`config.mk`:
```
export PLATFORM = sky130hd
export DESIGN_NAME = instr_fetch_unit_flat
export DESIGN_NICKNAME = d
export VERILOG_FILES = /design/src/rtl/instr_fetch_unit_if.sv /design/src/rtl/instr_fetch_unit.sv /design/src/flat_wrapper.sv
export SDC_FILE = /design/constraint.sdc
export NUM_CORES = 1
export LEC_CHECK = 0
export BUFFER_PORTS_ARGS = -buffer_cell sky130_fd_sc_hd__buf_2
export CAP_MARGIN = 20
export CORE_MARGIN = 5
export CORE_UTILIZATION = 42
export CTS_CLUSTER_DIAMETER = 50
export DETAILED_ROUTE_END_ITERATION = 7
export PLACE_DENSITY_LB_ADDON = 0.2
export SKIP_CTS_REPAIR_TIMING = 1
export SLEW_MARGIN = 0
export SYNTH_ARGS = -nofsm -noshare
export SYNTH_HDL_FRONTEND = slang
export SYNTH_SLANG_ARGS = --single-unit
```
`constraint.sdc`:
```
create_clock -name clk -period 1.6 [get_ports clk]
set_input_delay 0.32 -clock clk [delete_from_list [all_inputs] [get_ports clk]]
set_output_delay 0.32 -clock clk [all_outputs]
set_load 0.1 [all_outputs]
```
`src/rtl/instr_fetch_unit_if.sv`:
```
// ============================================================================
// instr_fetch_unit_if : memory-address and instruction-register handshake bus
// Rev 1.0
// ============================================================================
`default_nettype none

interface instr_fetch_unit_if #(
  parameter int PC_WIDTH    = 8,
  parameter int INSTR_WIDTH = 8
);
  logic [PC_WIDTH-1:0]      pc;
  logic [INSTR_WIDTH-1:0]   instr_in;
  logic [INSTR_WIDTH-1:0]   ir_out;
  logic                     ir_valid;
  logic                     ir_ready;
  logic [INSTR_WIDTH/2-1:0] dst_reg;
  logic [INSTR_WIDTH/2-1:0] src_reg;

  modport master (
    output pc, ir_out, ir_valid, dst_reg, src_reg,
    input  instr_in, ir_ready
  );

  modport slave (
    input  pc, ir_out, ir_valid, dst_reg, src_reg,
    output instr_in, ir_ready
  );
endinterface

`default_nettype wire

```
`src/rtl/instr_fetch_unit.sv`:
```
// ============================================================================
// instr_fetch_unit : PC generator and instruction register with valid/ready
// Rev 1.0
// ============================================================================
`default_nettype none

module instr_fetch_unit #(
  parameter int PC_WIDTH    = 8,
  parameter int INSTR_WIDTH = 8,
  parameter int PROG_LEN    = 3,
  parameter int RESET_PC    = 0
) (
  input  wire                      clk,
  input  wire                      reset,
  input  wire                      enable,
  output logic                     halted,
  output logic [PC_WIDTH-1:0]      fetch_count,
  instr_fetch_unit_if.master       bus
);

  localparam int HALF = INSTR_WIDTH / 2;

  localparam logic [1:0] c_idle  = 2'd0;
  localparam logic [1:0] c_fetch = 2'd1;
  localparam logic [1:0] c_drain = 2'd2;
  localparam logic [1:0] c_halt  = 2'd3;

  localparam logic [PC_WIDTH-1:0] c_prog_len  = PC_WIDTH'(PROG_LEN);
  localparam logic [PC_WIDTH-1:0] c_last_addr = (PROG_LEN == 0) ? '0 : PC_WIDTH'(PROG_LEN - 1);
  localparam logic [PC_WIDTH-1:0] c_reset_pc  = PC_WIDTH'(RESET_PC);
  localparam logic [PC_WIDTH-1:0] c_cnt_max   = '1;

  logic [1:0]             r_state;
  logic [1:0]             w_state_next;
  logic [PC_WIDTH-1:0]    r_pc;
  logic [INSTR_WIDTH-1:0] r_ir;
  logic                   r_ir_valid;
  logic [PC_WIDTH-1:0]    r_fetch_count;

  logic w_transfer;
  logic w_slot_free;
  logic w_capture;
  logic w_last;
  logic w_halted;

  // State register
  always_ff @(posedge clk or negedge reset) begin
    if (!reset) begin
      r_state <= c_idle;
    end else begin
      r_state <= w_state_next;
    end
  end

  // Next-state logic
  always_comb begin
    w_state_next = r_state;
    case (r_state)
      c_idle: begin
        if (enable) begin
          w_state_next = (PROG_LEN == 0) ? c_halt : c_fetch;
        end
      end
      c_fetch: begin
        if (!enable) begin
          w_state_next = c_idle;
        end else if (w_capture && w_last) begin
          w_state_next = c_drain;
        end
      end
      c_drain: begin
        if (w_transfer) begin
          w_state_next = c_halt;
        end
      end
      c_halt:  w_state_next = c_halt;
      default: w_state_next = c_idle;
    endcase
  end

  // Output / strobe logic; the pc bound guard keeps addresses >= PROG_LEN uncaptured
  always_comb begin
    w_transfer  = r_ir_valid && bus.ir_ready;
    w_slot_free = !r_ir_valid || bus.ir_ready;
    w_last      = (r_pc == c_last_addr);
    w_capture   = (r_state == c_fetch) && enable && w_slot_free && (r_pc < c_prog_len);
    w_halted    = (r_state == c_halt);
  end

  // Datapath: pc, instruction register, valid flag and saturating capture count
  always_ff @(posedge clk or negedge reset) begin
    if (!reset) begin
      r_pc          <= c_reset_pc;
      r_ir          <= '0;
      r_ir_valid    <= 1'b0;
      r_fetch_count <= '0;
    end else begin
      if (w_capture) begin
        r_pc          <= r_pc + 1'b1;
        r_ir          <= bus.instr_in;
        r_ir_valid    <= 1'b1;
        r_fetch_count <= (r_fetch_count == c_cnt_max) ? r_fetch_count : r_fetch_count + 1'b1;
      end else if (w_transfer) begin
        r_ir_valid <= 1'b0;
      end
    end
  end

  assign bus.pc       = r_pc;
  assign bus.ir_out   = r_ir;
  assign bus.ir_valid = r_ir_valid;
  assign bus.dst_reg  = r_ir[INSTR_WIDTH-1 -: HALF];
  assign bus.src_reg  = r_ir[HALF-1:0];
  assign halted       = w_halted;
  assign fetch_count  = r_fetch_count;

endmodule

`default_nettype wire
```
`src/flat_wrapper.sv`:
```
// flat-port wrapper written by rule: the top's interface ports become plain ports
module instr_fetch_unit_flat 
#(
  parameter int PC_WIDTH    = 8,
  parameter int INSTR_WIDTH = 8,
  parameter int PROG_LEN    = 3,
  parameter int RESET_PC    = 0
)
  (clk, reset, enable, halted, fetch_count, bus_pc, bus_ir_out, bus_ir_valid, bus_dst_reg, bus_src_reg, bus_instr_in, bus_ir_ready);
  instr_fetch_unit_if #(.PC_WIDTH(PC_WIDTH), .INSTR_WIDTH(INSTR_WIDTH)) bus_i ();
  input  wire clk;
  input  wire reset;
  input  wire enable;
  output logic halted;
  output logic [PC_WIDTH-1:0] fetch_count;
  output wire logic [$bits(bus_i.pc)-1:0] bus_pc;
  output wire logic [$bits(bus_i.ir_out)-1:0] bus_ir_out;
  output wire logic [$bits(bus_i.ir_valid)-1:0] bus_ir_valid;
  output wire logic [$bits(bus_i.dst_reg)-1:0] bus_dst_reg;
  output wire logic [$bits(bus_i.src_reg)-1:0] bus_src_reg;
  input wire logic [$bits(bus_i.instr_in)-1:0] bus_instr_in;
  input wire logic [$bits(bus_i.ir_ready)-1:0] bus_ir_ready;
  assign bus_pc = bus_i.pc;
  assign bus_ir_out = bus_i.ir_out;
  assign bus_ir_valid = bus_i.ir_valid;
  assign bus_dst_reg = bus_i.dst_reg;
  assign bus_src_reg = bus_i.src_reg;
  assign bus_i.instr_in = bus_instr_in;
  assign bus_i.ir_ready = bus_ir_ready;
  instr_fetch_unit #(.PC_WIDTH(PC_WIDTH), .INSTR_WIDTH(INSTR_WIDTH), .PROG_LEN(PROG_LEN), .RESET_PC(RESET_PC)) u_core (.clk(clk), .reset(reset), .enable(enable), .halted(halted), .fetch_count(fetch_count), .bus(bus_i));
endmodule
```
---- Word level (Yosys, flattened, before mapping) ----
Index checks and enable logic that the tools add are counted.
cells by class
  add/subtract/negate cells ............... 2
  bitwise gates (word level) .............. 1
  equal/unequal tests ..................... 8
  muxes and demuxes ....................... 7
  $lt $le $gt $ge ......................... 1
  reduce and logical (&&, ||, !) cells .... 11
operator list
  cell                                                                   count
  8-bit by 1-bit adder with 8-bit output (second input constant)         2
  8-bit by 2-bit == test with 1-bit output (second input constant)       1
  8-bit == test (second input constant)                                  1
  8-bit by 2-bit < comparator with 1-bit output (second input constant)  1
  2-bit 2-to-1 mux                                                       4
  2-bit case mux with 4 select lines                                     1
  1-bit logical AND                                                      5
  2-bit == test (second input constant)                                  2
  3-bit by 2-bit != test with 1-bit output (second input constant)       1
  3-bit AND reduction                                                    1
  2-bit by 1-bit == test with 1-bit output (second input constant)       1
  2-bit logical NOT                                                      1
  1-bit 2-to-1 mux                                                       2
  2-bit by 1-bit != test with 1-bit output (second input constant)       1
  2-bit != test (second input constant)                                  1
  2-bit AND reduction                                                    1
  2-bit nonzero test                                                     1
  1-bit logical NOT                                                      1
  1-bit logical OR                                                       1
  1-bit NOT                                                              1
word-level totals
  word-level logic and storage cells ...... 35
  bits in registers ....................... 27
  output and inout port bits .............. 34

---- Longest topological paths before layout ----
Gate-level depths: netlist of run 1.
  word-level depth ........................ 8
  depth in mapped cells ................... 6
  mapped depth without buffers ............ 5

---- Worst setup path before layout of run 1 ----
Ideal clock, no wire load.
  path type ............................... reg-to-reg
  from .................................... register u_core.r_pc[0] (netlist: u_core.bus.pc[0])
  to ...................................... register u_core.r_ir[4] (netlist: u_core.bus.ir_out[4])
  buffers on the path ..................... 1
  data arrival time ....................... 2.111 ns
  cell stages (with the launch flop) ...... 6
  data required time ...................... 1.474 ns
  slack ................................... -0.637 ns
  path through ............................ dfrtp_1 -> ha_1 -> nor4b_2 -> nand4_1 -> clkbuf_1 -> mux2_2
between the ends
  cells in the longest elaborated chain, start to end .. 2
ends and longest elaborated chain
  what                                           line                     text
  from (decl)                                    instr_fetch_unit.sv:35   logic [PC_WIDTH-1:0] r_pc;
  from (signal assigned)                         instr_fetch_unit.sv:93   r_pc <= c_reset_pc;
  from (signal assigned)                         instr_fetch_unit.sv:99   r_pc <= r_pc + 1'b1;
  8-bit by 2-bit < comparator with 1-bit output  instr_fetch_unit.sv:86   w_capture = (r_state == c_fetch) && enable && w_slot_free && (r_pc < c_prog_len);
  1-bit logical AND                              instr_fetch_unit.sv:86
  to (signal assigned)                           instr_fetch_unit.sv:100  r_ir <= bus.instr_in;
  to (decl)                                      instr_fetch_unit.sv:36   logic [INSTR_WIDTH-1:0] r_ir;
Every way passes these cells.
A chain may end at the register's enable or synchronous reset.

---- Worst setup path in the final report of run 1 ----
  from .................................... register u_core.r_pc[0] (netlist: u_core.bus.pc[0])
  to ...................................... register u_core.r_fetch_count[4] (netlist: u_core.fetch_count[4])
between the ends
  cells in the longest elaborated chain, start to end .. 3
ends and longest elaborated chain
  what                                           line                     text
  8-bit by 2-bit < comparator with 1-bit output  instr_fetch_unit.sv:86
  1-bit logical AND                              instr_fetch_unit.sv:86
  2-bit AND reduction (no line)                  n/a
  to (signal assigned)                           instr_fetch_unit.sv:102  r_fetch_count <= (r_fetch_count == c_cnt_max) ? r_fetch_count : r_fetch_count + 1'b1;
  to (decl)                                      instr_fetch_unit.sv:38   logic [PC_WIDTH-1:0] r_fetch_count;
Every way passes these cells.

==> results of run 1 <==
==> registers in the layout, summed over array words and instances (netlist names) <==
signal / count
u_core.bus.pc: 8
u_core.r_state: 2
u_core.bus.ir_valid: 1
u_core.fetch_count: 8
u_core.bus.ir_out: 8
==> Yosys cell counts (all sizes together) (2+ instances only) <==
library cell,instances
inv,2
nor2,6
nor4,3
nand2,5
buf,9
nor4b,3
mux2,9
xor2,6
clkbuf,7
nand3,3
dfrtp,27
nand4,2
ha,3
==> logic make-up (layout without fill, tap and decap cells) <==
group                    count (synthesis)  count (layout)
multiplexers                             9               9
AO/OA/AOI/OAI                            4               4
AND/OR/NAND/NOR                         26              26
adder cells (fa/ha/maj)                  3               3
XOR/XNOR                                 7               7
buffers and inverters                   18              60
flip-flops                              27              27
==> worst min-delay path by stage <==
stage / from / endpoint
detailed placement: reset / u_core.bus.ir_out[7]
global route: reset / u_core.fetch_count[6]
floorplan: reset / u_core.bus.ir_out[0]
finish: reset / u_core.fetch_count[6]
global placement: reset / u_core.fetch_count[4]
CTS: reset / u_core.fetch_count[6]
==> metrics by stage <==
| stage | util | instances | area, sq um | hold slack [ps] | setup slack (ps) |
|---|---|---|---|---|---|
| after detailed placement | 0.562 | 161 | 1540 | 355 | -170 |
| final | 0.595 | 167 | 1630 | -20.1 | -151 |
| after global routing | 0.595 | 167 | 1630 | 21.4 | -248 |
| after floorplan | - | 94 | 1310 | 24.4 | -246 |
| after global placement | 0.562 | 161 | 1540 | 358 | -101 |
| after CTS | 0.572 | 165 | 1560 | -4.57 | -191 |
==> worst max-delay path: stages, from the launching register on <==
cell	delay [ps]
dfrtp_4	520
ha_4	170
nor4b_4	190
nand4_1	140
buf_6	160
buf_6	140
nor4b_4	210
xor2_1	150
==> metal layers <==
metal,share of wire,track usage
met5,0,0
met2,0.46,0.178
met4,0.0087,0.0318
met3,0.094,0.0355
met1,0.44,0.143
==> final cells by class <==
cell class / instances / area [sq um] / area share
inverters: 2 / 7.51 / 0.00461
repair buffers: 54 / 324 / 0.199
flip-flops and latches: 27 / 727 / 0.447
multi-input cells: 49 / 504 / 0.310
clock buffers: 4 / 26.3 / 0.0161
well taps: 31 / 38.8 / 0.0238
==> reports/results.ini, run 1 <==
[run_status]
status = finished, violations left
failed_checks = hold timing, setup timing

[floorplan]
die_h_um = 63.1
start_util = 0.432
row_count = 19
die-area_sq_um = 3980
io_pins = 46
die_x_um = 63.1
coreArea_sq_um = 2730

[synthesis]
synth.area.mux_share = 0.0857
synthTopCellsByArea = dfrtp_1 (57%), mux2_2 (7.6%), buf_4 (5.7%)
ys_seq_elements = 27
synth_top_family_by_area = simple AND/OR/NAND/NOR gates
yosys_warnings = 0
synth_area_sq_um = 1180
synth_top_area_share = 0.571
synth_edf_count = 0
synthAdderAreaFrac = 0.0317
synth_top_flop_cell = dfrtp_1
synth_compound_area_frac = 0.0233
ys_seq_area_frac = 0.571
synthSimpleGateAreaFrac = 0.150
synthArstFlopShare = 1.00
syn_inst = 94
yosys.area_share.xor_xnor = 0.0519
yosysTopAreaCell = dfrtp_1
syn-mean-instance-area_sq_um = 12.6
synth.distinct_cells = 24
syn_nets = 109

[worst_setup_path]
critPathRequiredTime_ps = 1850
arrival_ps = 2000
start_kind = flip-flop
crit_start = u_core.bus.pc[0]
crit_fanout = 6
crit_end = u_core.fetch_count[4]
r2r_end = u_core.fetch_count[4]
worstRegToRegCells = 7
critPathKind = flip-flop to flip-flop
r2r_slack_ps = -150
crit_path_end_kind = flip-flop
timing.rr.start = u_core.bus.pc[0]

[drt]
wl_mm = 2.29
dr.pass1.iters = 4
wl_per_cell_um = 13.7
drcViolationCount = 0
vias_per_cell = 4.93
route.antenna.remaining_nets = 0
vias = 823
drtIter0Drc = 14

[sta]
setup_viol = 16
worst_pin_slew_ps = 579
skew_ps = 4.50
final_max_slew_viol_count = 0
tns_ps = -1220
finalCriticalPeriod_ps = 1750
grt_setup_unrepaired = true
max_slew_margin = 0.614
timing.final.ws_setup_ps = -151
fmax_ghz = 0.571
whs_ps = -20.1
period_share = 1.09
hold_violations = 27

[global_route]
grt_max_degree = 28
grt_pass1_wl_mm = 3.66
globalRouteOverflowTotal = 0
track_usage = 0.111
grt_pass1_vias = 791
antenna_found_initial = 0

[place]
place.port_buffers = 45
dp_hpwl_mm = 1.72
gp_congestion = 0.752

[final_layout]
num-fill-cells = 217
diodes = 0
nets = 152
drive_gt1_frac = 0.765
mostFrequentLayoutCells = buf_2 (42), dfrtp_2 (17), mux2_2 (8), buf_4 (8), dfrtp_4 (8)
area_growth_pct = 37.7
mostFrequentLayoutCell = buf_2

[clock_tree]
clock_sinks = 27
worstSkewPairLatency_ps = 320
cts_max_level = 1
cts_tree = done
clkSlewWorstSetupHoldPaths_ps = 140
numCtsBuffers = 3
clk_path_buf_depth = 2
cts_root_buf = clkbuf_4

[run]
maxCapViolations = 0

[min_path]
hold_path_class = input port to async pin

Power of run 1 is left out: the tool's default activity adds up to more than one toggle a clock period on the data nets, which glitch-free logic cannot reach.
==> run 2: changes to the inputs <==
- CORE_MARGIN: 5 -> 2
- PLACE_DENSITY: unset -> 0.75
- PLACE_DENSITY_LB_ADDON: 0.2 -> unset
- TNS_END_PERCENT: unset -> 1
==> reports/results.ini, run 2 (same netlist as run 1, synthesis figures left out) <==
[global_route]
globalRouteOverflowTotal = 0
antenna_found_initial = 0
grt_max_degree = 28
grt_pass1_vias = 835
track_usage = 0.142
grt_pass1_wl_mm = 3.64

[sta]
period_share = 1.12
fmax_ghz = 0.560
tns_ps = -1920
finalCriticalPeriod_ps = 1790
setup_viol = 19
whs_ps = -27.0
grt_setup_unrepaired = true
skew_ps = 4.19
final_max_slew_viol_count = 0
timing.final.ws_setup_ps = -187
hold_violations = 27
max_slew_margin = 0.607
worst_pin_slew_ps = 589

[drt]
drcViolationCount = 0
wl_per_cell_um = 13.0
wl_mm = 2.22
route.antenna.remaining_nets = 0
vias = 840
dr.pass1.iters = 4
drtIter0Drc = 27
vias_per_cell = 4.91

[final_layout]
drive_gt1_frac = 0.729
nets = 156
final_cells = 171
mostFrequentLayoutCells = buf_2 (40), buf_4 (11), dfrtp_1 (10), dfrtp_2 (10), mux2_2 (8)
area_growth_pct = 40.3
mostFrequentLayoutCell = buf_2
diodes = 0

[worst_setup_path]
crit_path_end_kind = flip-flop
critPathRequiredTime_ps = 1830
arrival_ps = 2010
worst_path_largest_cell_delay_ps = 520
cp_cell_sequence = ha_4, nor4b_4, nand4_1, buf_4, nor2_4, mux2_4
critPathKind = flip-flop to flip-flop
worstRegToRegCells = 6
crit_fanout = 3
slowest_stage = dfrtp_4
start_kind = flip-flop

[place]
place.port_buffers = 45
gp_congestion = 0.781
dp_hpwl_mm = 1.66
dpl.cell_count = 163

[min_path]
hold_path_class = input port to async pin

[floorplan]
start_util = 0.436
die_h_um = 57.1
die-area_sq_um = 3260
row_count = 19
coreArea_sq_um = 2710
io_pins = 46
die_x_um = 57.1

[clock_tree]
cts_root_buf = clkbuf_4
cts_tree = done
clkSlewWorstSetupHoldPaths_ps = 140
cts_max_level = 1
numCtsBuffers = 3
clock_sinks = 27
clk_path_buf_depth = 2
worstSkewPairLatency_ps = 320

[run]
maxCapViolations = 0

[run_status]
status = finished, violations left
failed_checks = hold timing, setup timing

-- run 2: cell types whose count changed in the layout (fill, tap and decap cells not counted), sizes merged --
cell / delta
clkinv: +1
buf: +3
-- run 2: worst paths after layout --
| check | startpoint | endpoint | slack [ps] |
|---|---|---|---|
| max in group asynchronous | reset | u_core.fetch_count[4] | 1190 |
| min reg2reg | u_core.bus.pc[3] | u_core.bus.pc[3] | 420 |
| min | reset | u_core.bus.ir_out[2] | -30 |
| max reg2reg | u_core.bus.pc[0] | u_core.fetch_count[1] | -190 |
| max | u_core.bus.pc[0] | u_core.fetch_count[1] | -190 |
| min in group clk | bus_instr_in[5] | u_core.bus.ir_out[5] | 210 |
-- run 2: area by class of cell --
| class | count | area [sq um] |
|---|---|---|
| fillers | 225 | 1050 |
| flip-flops and latches | 27 | 714 |
| multi-input cells | 49 | 495 |
| repair buffers | 58 | 375 |
| well taps | 31 | 38.8 |
| clock buffers | 3 | 22.5 |
| inverters | 2 | 7.51 |
| clock inverters | 1 | 5.00 |
-- run 2: layer usage --
layer	up-vias	global-route usage	part of all wire
met4	0	0.0498	0.014
met5	-	0	0
met1	404	0.168	0.41
met3	3	0.0204	0.071
met2	34	0.259	0.51
li1	399	-	-
-- run 2: critical path, delay by kind of cell (launching register included) --
family / cells / cell delay, ps
mux: 1 / 300
flops: 1 / 520
simple gates: 3 / 500
fa+ha+maj: 1 / 170
buf+inv: 1 / 210
-- run 2: stage by stage --
stage / utilization / hold slack [ps] / worst slack (ps) / cell area [sq um]
2_1_floorplan: - / 24.4 / -246 / 1290
3_3_place_gp: 0.563 / 346 / -138 / 1530
3_5_place_dp: 0.563 / 357 / -286 / 1530
4_1_cts: 0.573 / -18.7 / -323 / 1550
5_1_grt: 0.612 / 0.291 / -258 / 1660
6_report: 0.612 / -27.0 / -187 / 1660
Power of run 2 is left out for the same reason.
==> run 3: changes to the inputs <==
==> constraint.sdc (replaced) <==
create_clock -name clk -period 1.6 [get_ports clk]
set_input_delay 0.08 -clock clk [delete_from_list [all_inputs] [get_ports clk]]
set_output_delay 0.08 -clock clk [all_outputs]
set_load 0.1 [all_outputs]
==> reports/results.ini, run 3 (same netlist as run 1, synthesis figures left out) <==
[run_status]
status = finished, violations left
failed_checks = setup timing

[final_layout]
drive_gt1_frac = 0.653
diodes = 0
nets = 163
register_area_sq_um = 714
final_cells = 178
mostFrequentLayoutCells = buf_2 (45), dfrtp_1 (10), dfrtp_2 (10), dlygate4sd3_1 (9)
multiInputGateArea_sq_um = 479
mostFrequentLayoutCell = buf_2
area_growth_pct = 41.8
num-fill-cells = 228

[floorplan]
start_util = 0.436
die_x_um = 57.1
die-area_sq_um = 3260
die_h_um = 57.1
row_count = 19
coreArea_sq_um = 2710
io_pins = 46

[worst_setup_path]
r2r_slack_ps = -240
timing.rr.start = u_core.bus.pc[1]
crit_fanout = 9
crit_end = u_core.bus.ir_out[7]
critPathKind = flip-flop to flip-flop
worstRegToRegCells = 6
start_kind = flip-flop
critPathRequiredTime_ps = 1820
crit_path_end_kind = flip-flop
crit_start = u_core.bus.pc[1]
arrival_ps = 2050
r2r_end = u_core.bus.ir_out[7]

[global_route]
antenna_found_initial = 0
globalRouteOverflowTotal = 0
grt_pass1_vias = 801
track_usage = 0.135
grt_pass1_wl_mm = 3.53
grt_max_degree = 28

[sta]
final_max_slew_viol_count = 0
timing.final.ws_setup_ps = -236
max_slew_margin = 0.614
grt_setup_unrepaired = true
hold_violations = 0
setup_viol = 20
period_share = 1.15
finalCriticalPeriod_ps = 1840
skew_ps = 3.38
fmax_ghz = 0.545
worst_pin_slew_ps = 580

[drt]
wl_per_cell_um = 12.4
vias_per_cell = 4.72
drtIter0Drc = 6
route.antenna.remaining_nets = 0
vias = 841
dr.pass1.iters = 4
wl_mm = 2.20
drcViolationCount = 0

[clock_tree]
clk_path_buf_depth = 2
clock_sinks = 27
cts_root_buf = clkbuf_4
worstSkewPairLatency_ps = 310
cts_max_level = 1
cts_tree = done
numCtsBuffers = 3
clkSlewWorstSetupHoldPaths_ps = 140

[place]
dpl.cell_count = 163
gp_congestion = 0.780
place.port_buffers = 45
dp_hpwl_mm = 1.59

[min_path]
hold_path_class = input port to flip-flop
holdPathStages = 3

[run]
maxCapViolations = 0

==> run 3: changes by cell type in the layout (fill, tap and decap cells not counted), moves of 2 or more <==
cell	delta
nor2_1	+2
dlygate4sd3_1	+9
buf_2	+5
buf_4	-3
buf_12	-2
==> run 3: layout make-up <==
type	instances	area share
clock buffers	3	0.0134
clock inverters	1	0.00299
inverters	2	0.00448
multi-input cells	49	0.286
flip-flops and latches	27	0.426
well taps	31	0.0231
repair buffers	65	0.244
==> run 3: worst min-delay path by stage <==
stage	startpoint	endpoint	slack [ps]
finish	bus_ir_ready	u_core.bus.ir_valid	40
global route	bus_ir_ready	u_core.bus.ir_valid	50
CTS	reset	u_core.bus.ir_out[1]	-250
detailed placement	reset	u_core.bus.ir_out[2]	120
global placement	reset	u_core.fetch_count[3]	110
floorplan	reset	u_core.bus.ir_out[0]	-220
==> run 3: through the flow <==
stage | setup WS [ps] | TNS, ps | cell area [sq um] | hold slack, ps | utilization
6_report | -236 | -3010 | 1680 | 42.3 | 0.619
5_1_grt | -329 | -4940 | 1680 | 45.6 | 0.619
4_1_cts | -282 | -2020 | 1540 | -247 | 0.568
3_5_place_dp | -249 | -1630 | 1510 | 119 | 0.558
3_3_place_gp | -139 | -996 | 1510 | 107 | 0.558
2_1_floorplan | -246 | -3090 | 1290 | -216 | -
==> run 3: routing by layer <==
metal	vias to the layer above	wire length, um	GRT usage	share of wire
li1	415	-	-	-
met1	393	956	0.181	0.43
met2	31	1120	0.232	0.51
met3	2	120	0.0204	0.054
met4	0	7	0.0299	0.0032
met5	-	0	0	0
==> run 3: worst max-delay path: stages, from the launching register on <==
cell and delay, ps:
dfrtp_4 510, ha_4 170, nor4b_4 190, nand4_1 240
buf_6 240, buf_6 120, mux2_2 260
Power of run 3 is left out for the same reason.
